==> src/rtl/hazard_scoreboard.sv <==
// Pipeline hazard unit with MC register scoreboard: forwards, stalls and flushes are combinational (0-cycle).
// Scoreboard/hold state updates on CLK; Busy freezes F/D/E and pauses the load-use hold count.
module hazard_scoreboard #(
    parameter int REG_AW   = 5,
    parameter int LOAD_LAT = 1,
    parameter int MC_DEPTH = 2
) (
    input  logic                              CLK,
    input  logic                              RESET,
    input  logic [REG_AW-1:0]                 rs1D,
    input  logic [REG_AW-1:0]                 rs2D,
    input  logic [REG_AW-1:0]                 rdD,
    input  logic [6:0]                        OpcodeD,
    input  logic                              McOpD,
    input  logic [REG_AW-1:0]                 rs1E,
    input  logic [REG_AW-1:0]                 rs2E,
    input  logic [REG_AW-1:0]                 rdE,
    input  logic [REG_AW-1:0]                 rs2M,
    input  logic [REG_AW-1:0]                 rdM,
    input  logic [REG_AW-1:0]                 rdW,
    input  logic                              RegWriteM,
    input  logic                              RegWriteW,
    input  logic                              MemWriteM,
    input  logic                              MemtoRegE,
    input  logic                              MemtoRegW,
    input  logic                              McStartE,
    input  logic                              McDoneW,
    input  logic [REG_AW-1:0]                 McRdW,
    input  logic                              Busy,
    input  logic [1:0]                        PCSrcE,
    output logic [1:0]                        ForwardAE,
    output logic [1:0]                        ForwardBE,
    output logic                              ForwardM,
    output logic                              Forward1D,
    output logic                              Forward2D,
    output logic                              lwStall,
    output logic                              ldHold,
    output logic                              mcStall,
    output logic                              StallF,
    output logic                              StallD,
    output logic                              StallE,
    output logic                              FlushD,
    output logic                              FlushE,
    output logic [$clog2(MC_DEPTH+1)-1:0]     McCount,
    output logic                              McFull
);
    localparam int NREG = 2**REG_AW;
    localparam int CW   = $clog2(MC_DEPTH+1);
    localparam int PW   = (MC_DEPTH > 1) ? $clog2(MC_DEPTH) : 1;
    localparam int HW   = (LOAD_LAT > 1) ? $clog2(LOAD_LAT) : 1;
    localparam logic [CW:0] DEPTH_X = (CW+1)'(MC_DEPTH);

    localparam logic [6:0] OP_R     = 7'b0110011;
    localparam logic [6:0] OP_BR    = 7'b1100011;
    localparam logic [6:0] OP_ST    = 7'b0100011;
    localparam logic [6:0] OP_JAL   = 7'b1101111;
    localparam logic [6:0] OP_LUI   = 7'b0110111;
    localparam logic [6:0] OP_AUIPC = 7'b0010111;

    logic              rs1_active, rs2_active, rd_active;
    logic [NREG-1:0]   pend, pend_eff, issue_mask, clr_mask;
    logic [REG_AW-1:0] fifo_mem [MC_DEPTH];
    logic [PW-1:0]     wr_ptr, rd_ptr;
    logic [CW-1:0]     mc_count;
    logic [CW:0]       mc_sum;
    logic [HW-1:0]     hold_cnt;
    logic              issue, pop;
    logic              unused_pcsrc;
    // Only read by the completion-order check below.
    logic [REG_AW-1:0] mc_head_unused;

    assign unused_pcsrc   = PCSrcE[1];
    assign mc_head_unused = fifo_mem[rd_ptr];

    assign rs1_active = !(OpcodeD == OP_JAL || OpcodeD == OP_LUI || OpcodeD == OP_AUIPC);
    assign rs2_active = (OpcodeD == OP_R) || (OpcodeD == OP_BR);
    assign rd_active  = !(OpcodeD == OP_ST || OpcodeD == OP_BR);

    always_comb begin
        ForwardAE = 2'b00;
        ForwardBE = 2'b00;
        if (rs1E == rdM && RegWriteM && rdM != '0)      ForwardAE = 2'b10;
        else if (rs1E == rdW && RegWriteW && rdW != '0) ForwardAE = 2'b01;
        if (rs2E == rdM && RegWriteM && rdM != '0)      ForwardBE = 2'b10;
        else if (rs2E == rdW && RegWriteW && rdW != '0) ForwardBE = 2'b01;
    end

    assign ForwardM  = (rs2M == rdW) && MemWriteM && MemtoRegW && (rdW != '0);
    assign Forward1D = (rs1D == rdW) && RegWriteW && (rdW != '0);
    assign Forward2D = (rs2D == rdW) && RegWriteW && (rdW != '0);

    assign lwStall = MemtoRegE && (rdE != '0) &&
                     ((rs1D == rdE && rs1_active) || (rs2D == rdE && rs2_active));
    assign ldHold  = (hold_cnt != '0);

    assign issue = McStartE && !StallE;
    assign pop   = McDoneW && (mc_count != '0);

    // Register 0 is never marked pending, but its issue still occupies a FIFO slot.
    always_comb begin
        issue_mask = '0;
        clr_mask   = '0;
        if (issue && rdE != '0) issue_mask[rdE]   = 1'b1;
        if (pop)                clr_mask[McRdW]  = 1'b1;
    end

    assign pend_eff = pend | issue_mask;
    assign mc_sum   = {1'b0, mc_count} + {{CW{1'b0}}, issue};

    assign mcStall = (rs1_active && pend_eff[rs1D]) ||
                     (rs2_active && pend_eff[rs2D]) ||
                     (rd_active && rdD != '0 && pend_eff[rdD]) ||
                     (McOpD && mc_sum >= DEPTH_X);

    assign StallF  = lwStall || ldHold || mcStall || Busy;
    assign StallD  = StallF;
    assign StallE  = Busy;
    assign FlushE  = (PCSrcE[0] || lwStall || ldHold || mcStall) && !Busy;
    assign FlushD  = PCSrcE[0] && !Busy;
    assign McCount = mc_count;
    assign McFull  = (mc_count == CW'(MC_DEPTH));

    function automatic logic [PW-1:0] ptr_inc(input logic [PW-1:0] p);
        return (p == PW'(MC_DEPTH-1)) ? '0 : p + PW'(1);
    endfunction

    always_ff @(posedge CLK) begin
        if (RESET) begin
            pend     <= '0;
            wr_ptr   <= '0;
            rd_ptr   <= '0;
            mc_count <= '0;
            hold_cnt <= '0;
        end else begin
            // Set wins over clear when issue and completion name the same register.
            pend <= (pend & ~clr_mask) | issue_mask;
            if (issue) wr_ptr <= ptr_inc(wr_ptr);
            if (pop)   rd_ptr <= ptr_inc(rd_ptr);
            if (issue && !pop)      mc_count <= mc_count + CW'(1);
            else if (!issue && pop) mc_count <= mc_count - CW'(1);

            if (FlushD) begin
                hold_cnt <= '0;
            end else if (!Busy) begin
                if (lwStall)              hold_cnt <= HW'(LOAD_LAT-1);
                else if (hold_cnt != '0)  hold_cnt <= hold_cnt - HW'(1);
            end
        end
    end

    always_ff @(posedge CLK) begin
        if (issue) fifo_mem[wr_ptr] <= rdE;
    end

    mc_done_order: assert property (@(posedge CLK) disable iff (RESET)
        pop |-> (McRdW == mc_head_unused));
    mc_issue_room: assert property (@(posedge CLK) disable iff (RESET)
        issue |-> !McFull);

endmodule

==> config.mk <==
export PLATFORM = sky130hd
export DESIGN_NAME = hazard_scoreboard
export DESIGN_NICKNAME = d
export VERILOG_FILES = /design/src/rtl/hazard_scoreboard.sv
export SDC_FILE = /design/constraint.sdc
export NUM_CORES = 1
export LEC_CHECK = 0
export CORE_MARGIN = 5
export CORE_UTILIZATION = 30
export CTS_CLUSTER_DIAMETER = 80
export CTS_CLUSTER_SIZE = 8
export DETAILED_ROUTE_END_ITERATION = 12
export GPL_ROUTABILITY_DRIVEN = 0
export SLEW_MARGIN = 20
export SYNTH_ARGS = -nofsm -noshare
export SYNTH_HDL_FRONTEND = slang
export SYNTH_SLANG_ARGS = --single-unit
==> constraint.sdc <==
create_clock -name CLK -period 3.8 [get_ports CLK]
set_clock_uncertainty 0.1 [all_clocks]
set_input_delay 0.76 -clock CLK [delete_from_list [all_inputs] [get_ports CLK]]
set_output_delay 0.76 -clock CLK [all_outputs]
set_load 0.03 [all_outputs]
# Yosys cells after proc, flatten, opt, wreduce, memory -nomap -nowiden
# Cells that the tools add are included.
# W data, S select, Z words.
[totals]
reg_bits = 35
latch_bits = 0
mem_bits_rw = 0
romBits = 0
input_bits = 70
out_inout_bits = 18
wordCells = 114
mem_count = 0
[classes]
add_sub_neg = 4
n_mul = 0
n_div = 0
magnitude_cmp = 8
eq_ne = 16
shift = 0
mux = 20
bitwise = 4
reduce_logical = 59
[ops]
columns = ["cell", "count"]
rows = [
  ["$mux W32", 2],
  ["$or A32 B32 Y32", 2],
  ["$eq A5 B5 Y1", 9],
  ["$logic_and A1 B1 Y1", 33],
  ["$and A32 B32 Y32", 1],
  ["$not A32 Y32", 1],
  ["$lt A5 B6 Y1 const B", 5],
  ["$eq A7 B6 Y1 const B", 3],
  ["$reduce_bool A5 Y1", 4],
  ["$bmux W1 S5", 3],
  ["$eq A7 B7 Y1 const B", 2],
  ["$logic_or A1 B1 Y1", 14],
  ["$demux W1 S5", 2],
  ["$ge A5 B1 Y1 const B", 2],
  ["$mux W1", 9],
  ["$mux W2", 4],
  ["$eq A7 B5 Y1 const B", 1],
  ["$logic_not A1 Y1", 5],
  ["$reduce_bool A2 Y1", 2],
  ["$add A2 B1 Y3", 1],
  ["$ge A3 B2 Y1 const B", 1],
  ["$add A2 B1 Y2 const B", 1],
  ["$eq A2 B2 Y1 const B", 1],
  ["$reduce_or A2 Y1", 1],
  ["2 further kinds", 2],
]

# Depth between registers and ports, before layout
[logic_depth]
word_depth = 14
ltp_mapped = 11
depth_no_buf = 7

# Worst setup path after synthesis
# No wires, ideal clock.
[synth_path]
kind = "in2out"
from = "input rdE[2]"
to = "output StallF"
t_arrival_ps = 3298
required_time_ps = 2940
slack_ps = -358
cell_stages = 10
n_path_buf = 3
path_cell_list = "buf_2 and3b_1 buf_6 a21oi_1 mux2i_1 mux4_2 or4b_1 a32oi_2 nand4_1 buf_4"
[synth_between]
elab_chain_cells = 14
word_cells_on_any_way = 31
cone_classes = "order compare: 2; eq/ne: 2; mux: 9; bitwise: 1; reduce/logical: 17"
[synth_lines]
columns = ["element", "line_no", "rtl"]
rows = [
  ["from (decl)", "17", "input logic [REG_AW-1:0] rdE,"],
  ["$lt A5 B6 Y1 (implied by the code) or $ge A5 B1 Y1 (tied branches)", "103", "if (issue && rdE != '0) issue_mask[rdE] = 1'b1;"],
  ["$logic_and A1 B1 Y1 (implied by the code)", "103", ""],
  ["$mux W1 (implied by the code)", "103", ""],
  ["$demux W1 S5", "103", ""],
  ["$mux W32", "103", ""],
  ["$or A32 B32 Y32", "107", "assign pend_eff = pend | issue_mask;"],
  ["$bmux W1 S5 (on tied branches)", "110, 111", ""],
  ["$mux W1 (on tied branches)", "110, 111", ""],
  ["$logic_and A1 B1 Y1 (on tied branches)", "110, 111", ""],
  ["$logic_or A1 B1 Y1", "110", "assign mcStall = (rs1_active && pend_eff[rs1D]) ||"],
  ["$logic_or A1 B1 Y1", "111", "(rs2_active && pend_eff[rs2D]) ||"],
  ["$logic_or A1 B1 Y1", "112", "(rd_active && rdD != '0 && pend_eff[rdD]) ||"],
  ["$logic_or A1 B1 Y1 * (2 in a row)", "115", "assign StallF = lwStall || ldHold || mcStall || Busy;"],
  ["to (decl)", "39", "output logic StallF,"],
]
# Every way passes the cells marked *; elsewhere a longest branch is shown, timed or not. The select of a mux whose other input is x is not followed.

# Final worst setup path
[layout_path]
from = "input rdE[2]"
to = "output StallD"
[layout_between]
elab_chain_cells = 14
word_cells_on_any_way = 31
cone_classes = "order compare: 2; eq/ne: 2; mux: 9; bitwise: 1; reduce/logical: 17"
[layout_lines]
columns = ["element", "line_no", "rtl"]
rows = [
  ["$lt A5 B6 Y1 (implied by the code) or $ge A5 B1 Y1 (tied branches)", "103", ""],
  ["$logic_and A1 B1 Y1 (implied by the code)", "103", ""],
  ["$mux W1 (implied by the code)", "103", ""],
  ["$demux W1 S5", "103", ""],
  ["$mux W32", "103", ""],
  ["$or A32 B32 Y32", "107", ""],
  ["$bmux W1 S5 (on tied branches)", "110, 111", ""],
  ["$mux W1 (on tied branches)", "110, 111", ""],
  ["$logic_and A1 B1 Y1 (on tied branches)", "110, 111", ""],
  ["$logic_or A1 B1 Y1", "110", ""],
  ["$logic_or A1 B1 Y1", "111", ""],
  ["$logic_or A1 B1 Y1", "112", ""],
  ["$logic_or A1 B1 Y1 * (2 in a row)", "115", ""],
  ["to (decl)", "40", "output logic StallD,"],
]
# Marks and branches as above.

==> run_results.csv <==
group,metric,value,unit
sta,period_share,102,%
synthesis,synth_area,3430,µm²
die,num_rows,39,
grt,grt_max_degree,35,
synthesis,synth_flop_cell,"dfxtp_1",
sta,finalMaxSlewViolations,0,
clock_network,root_buffer,"clkbuf_16",
layout,syn_to_final_growth,54.2,%
synthesis,ys_types,66,
grt,grt_overflow,0,
critical_path,path_max_fanout,6,
grt,grt_pass1_vias,4184,
sta,rsz0062_at_grt,"true",
sta,setup-violations-final,3,
critical_path,required,2.94,ns
worst_hold_path,holdPathEnd,"pend[27]",
synthesis,synth_area_per_cell,7.32,µm²
flow_run,drv_cap,0,
critical_path,path_class,"in -> out",
die,die-area,13700,µm²
clock_network,clk_path_buf_depth,2,
detailed_routing,drcViolationCount,0,
grt,grt_pass1_wl,21.3,mm
status,status,"complete, but fails checks",
synthesis,synth_common_cells,"67 x a21oi_1, 50 x nand2_1, 43 x o21ai_0, 34 x dfxtp_1",
die,core,11300,µm²
synthesis,ys_warn_count,0,
grt,antenna_found_initial,0,
die,start_util,30.3,%
synthesis,synth_nets,540,
sta,fin_setup_tns,-0.197,ns
layout,nets,683,
die,die_y,117,µm
critical_path,r2r-start,"McCount[0]",
layout,drive_above_1_share,25.3,%
critical_path,max_stage_delay,0.51,ns
critical_path,cp-end-kind,"output port",
die,die_w,117,µm
status,violations,"setup timing",
synthesis,ys_async_sr_fraction,0,%
clock_network,ctsHoldBuffers,0,
synthesis,synth-edff-count,0,
sta,hold_viol,0,
power,peakVddDrop,0.339,mV
clock_network,clkTransAtPathRegs,0.05,ns
sta,fmax,258,MHz
synthesis,postSynthCellCount,469,
power,power_density,244,nW/µm²
sta,tightestPinTransition,0.758,ns
layout,antenna_cells,0,
synthesis,yosysTopAreaCell,"dfxtp_1",
placement,dp_hpwl,10.9,mm
layout,final_cells,756,
detailed_routing,final_antenna_net_count,0,
critical_path,critPathSlowestCell,"or4b_4",
synthesis,synth_top_area_share,19.8,%
critical_path,r2r_end,"McCount[1]",
detailed_routing,dr.pass1.iters,5,
detailed_routing,first_iter_violations,293,
critical_path,reg2reg_slack,2.05,ns
critical_path,r2r_cells,4,
placement,portBuffers,85,
worst_hold_path,worstHoldStart,"pend[27]",
sta,maxSlewHeadroom,49.4,%
synthesis,synthTopCellsByArea,"dfxtp_1 20%, a21oi_1 9.8%, xor2_1 7.1%, a211oi_1 6.6%, o21ai_0 6.3%",
detailed_routing,via_count,4252,
clock_network,cts_made_buffers,5,
clock_network,clock_latency,0.27,ns
clock_network,clock_sinks,34,
clock_network,cts_tree,"built",
sta,setup_slack,-0.0699,ns
power,p_leak,1.96,nW
die,ios,88,
worst_hold_path,min_path_type,"reg -> reg",
grt,grtUsageTotal,19.5,%
critical_path,path_cells,"buf_8 > and3b_2 > a21oi_2 > mux2i_1 > mux4_2 > or4b_4 > a32oi_4 > nand4_1 > buf_6",
synthesis,synth_most_common_cell,"a21oi_1",
detailed_routing,wl_per_cell,18.2,µm
detailed_routing,vias_per_cell,5.62,
worst_hold_path,hold_path_depth,2,
layout,n_fill_cell,1122,
critical_path,start_kind,"primary input",
sta,period_needed,3.87,ns
synthesis,ys_seq_area_share,19.8,%
detailed_routing,wirelength,13.8,mm
critical_path,crit_arrival,3.01,ns
clock_network,h-tree-depth,2,
synthesis,ys_seq_elements,34,
placement,dp.cells,741,
layout by cell type (no fill, tap or decap), drive strengths merged, types with 3 or more instances in the layout:
cell type      netlist  routed
buf                 18     113
a21o                 5       5
xnor2               19      19
a2111oi              6       6
mux2i                5       5
and3b                3       3
nor2                24      24
a21oi               68      68
nor2b                4       4
dfxtp               34      34
or4                  4       4
clkinv               2       3
nor4                10      10
nor3b                5       5
mux4                 7       7
o21ai               43      43
xor2                28      28
nand2               50      50
a211oi              30      30
clkbuf              30       7
nor3                 8       8
nand4                4       4
a32oi                4       4
inv                  5       5
nand3b               5       5
a221oi               3       3
or3                  3       3
clkdlybuf4s50        0      70
nand3                9       9
layer usage:
layer,vias up,GRT usage (%),wire [µm]
li1,2024,-,-
met1,2004,25.3,5970
met2,204,33.0,6300
met3,20,3.14,1230
met4,0,6.35,255
met5,-,0,0
area by class of cell:
type / instances / area, µm² / area share [%]
multi-input combinational: 380 / 2600 / 49.2
sequential: 34 / 681 / 12.9
tap: 143 / 179 / 3.38
clock buffer: 7 / 143 / 2.69
inverter: 7 / 27.5 / 0.520
timing repair buffer: 184 / 1660 / 31.3
clock inverter: 1 / 5.00 / 0.0945
power breakdown:
part / switching (mW) / total, mW / internal, mW
Combinational: 0.262 / 0.505 / 0.243
Sequential: 0.0176 / 0.386 / 0.368
Clock: 0.140 / 0.399 / 0.259
critical path, delay by kind of cell:
family | cells | cell delay [ns]
simple gates | 3 | 0.99
compound gates | 2 | 0.42
buf+inv | 2 | 0.29
mux | 2 | 0.55
worst max-delay path by stage:
stage	endpoint	cells after the start	start
2_1_floorplan	StallF	10	rdE[0]
3_3_place_gp	FlushE	9	Busy
3_5_place_dp	FlushE	9	Busy
4_1_cts	StallF	9	rdE[1]
5_1_grt	FlushE	10	rdE[1]
6_report	StallD	9	rdE[2]
logic make-up after synthesis:
logic type	after synthesis	synth area share (%)
AOI/OAI and AO/OA	175	31.6
and+or+nand+nor	144	22.5
buffers and inverters	55	7.47
xor gates and xnor gates	47	12.0
DFF	34	19.8
muxes	12	6.16
adders and majority gates	1	0.364
other	1	0.109
stage by stage:
step | utilization, % | hold WS, ns | setup WS, ns | cell area [µm²] | power, mW
4_1_cts | 46.2 | 0.382 | -0.163 | 5230 | 1.29
5_1_grt | 46.8 | 0.405 | -0.135 | 5300 | 1.35
3_5_place_dp | 43.9 | 0.375 | -0.680 | 4960 | 0.867
2_1_floorplan | - | 0.354 | -0.282 | 3460 | 0.642
6_report | 46.8 | 0.380 | -0.0699 | 5300 | 1.29
3_3_place_gp | 43.9 | 0.362 | -0.671 | 4960 | 0.859
what timing repair did:
action / 4_1_cts / 5_1_grt
gates resized for setup: 62 / 12
setup buffers: 2 / 5
pin swaps: 10 / 13
endpoints found under the setup margin: 4 / 6
flip-flops by register name, summed over array words and instances (netlist names):
register,flops
pend,32
McCount,2
Note: power is estimated with default switching activity, not from simulation.
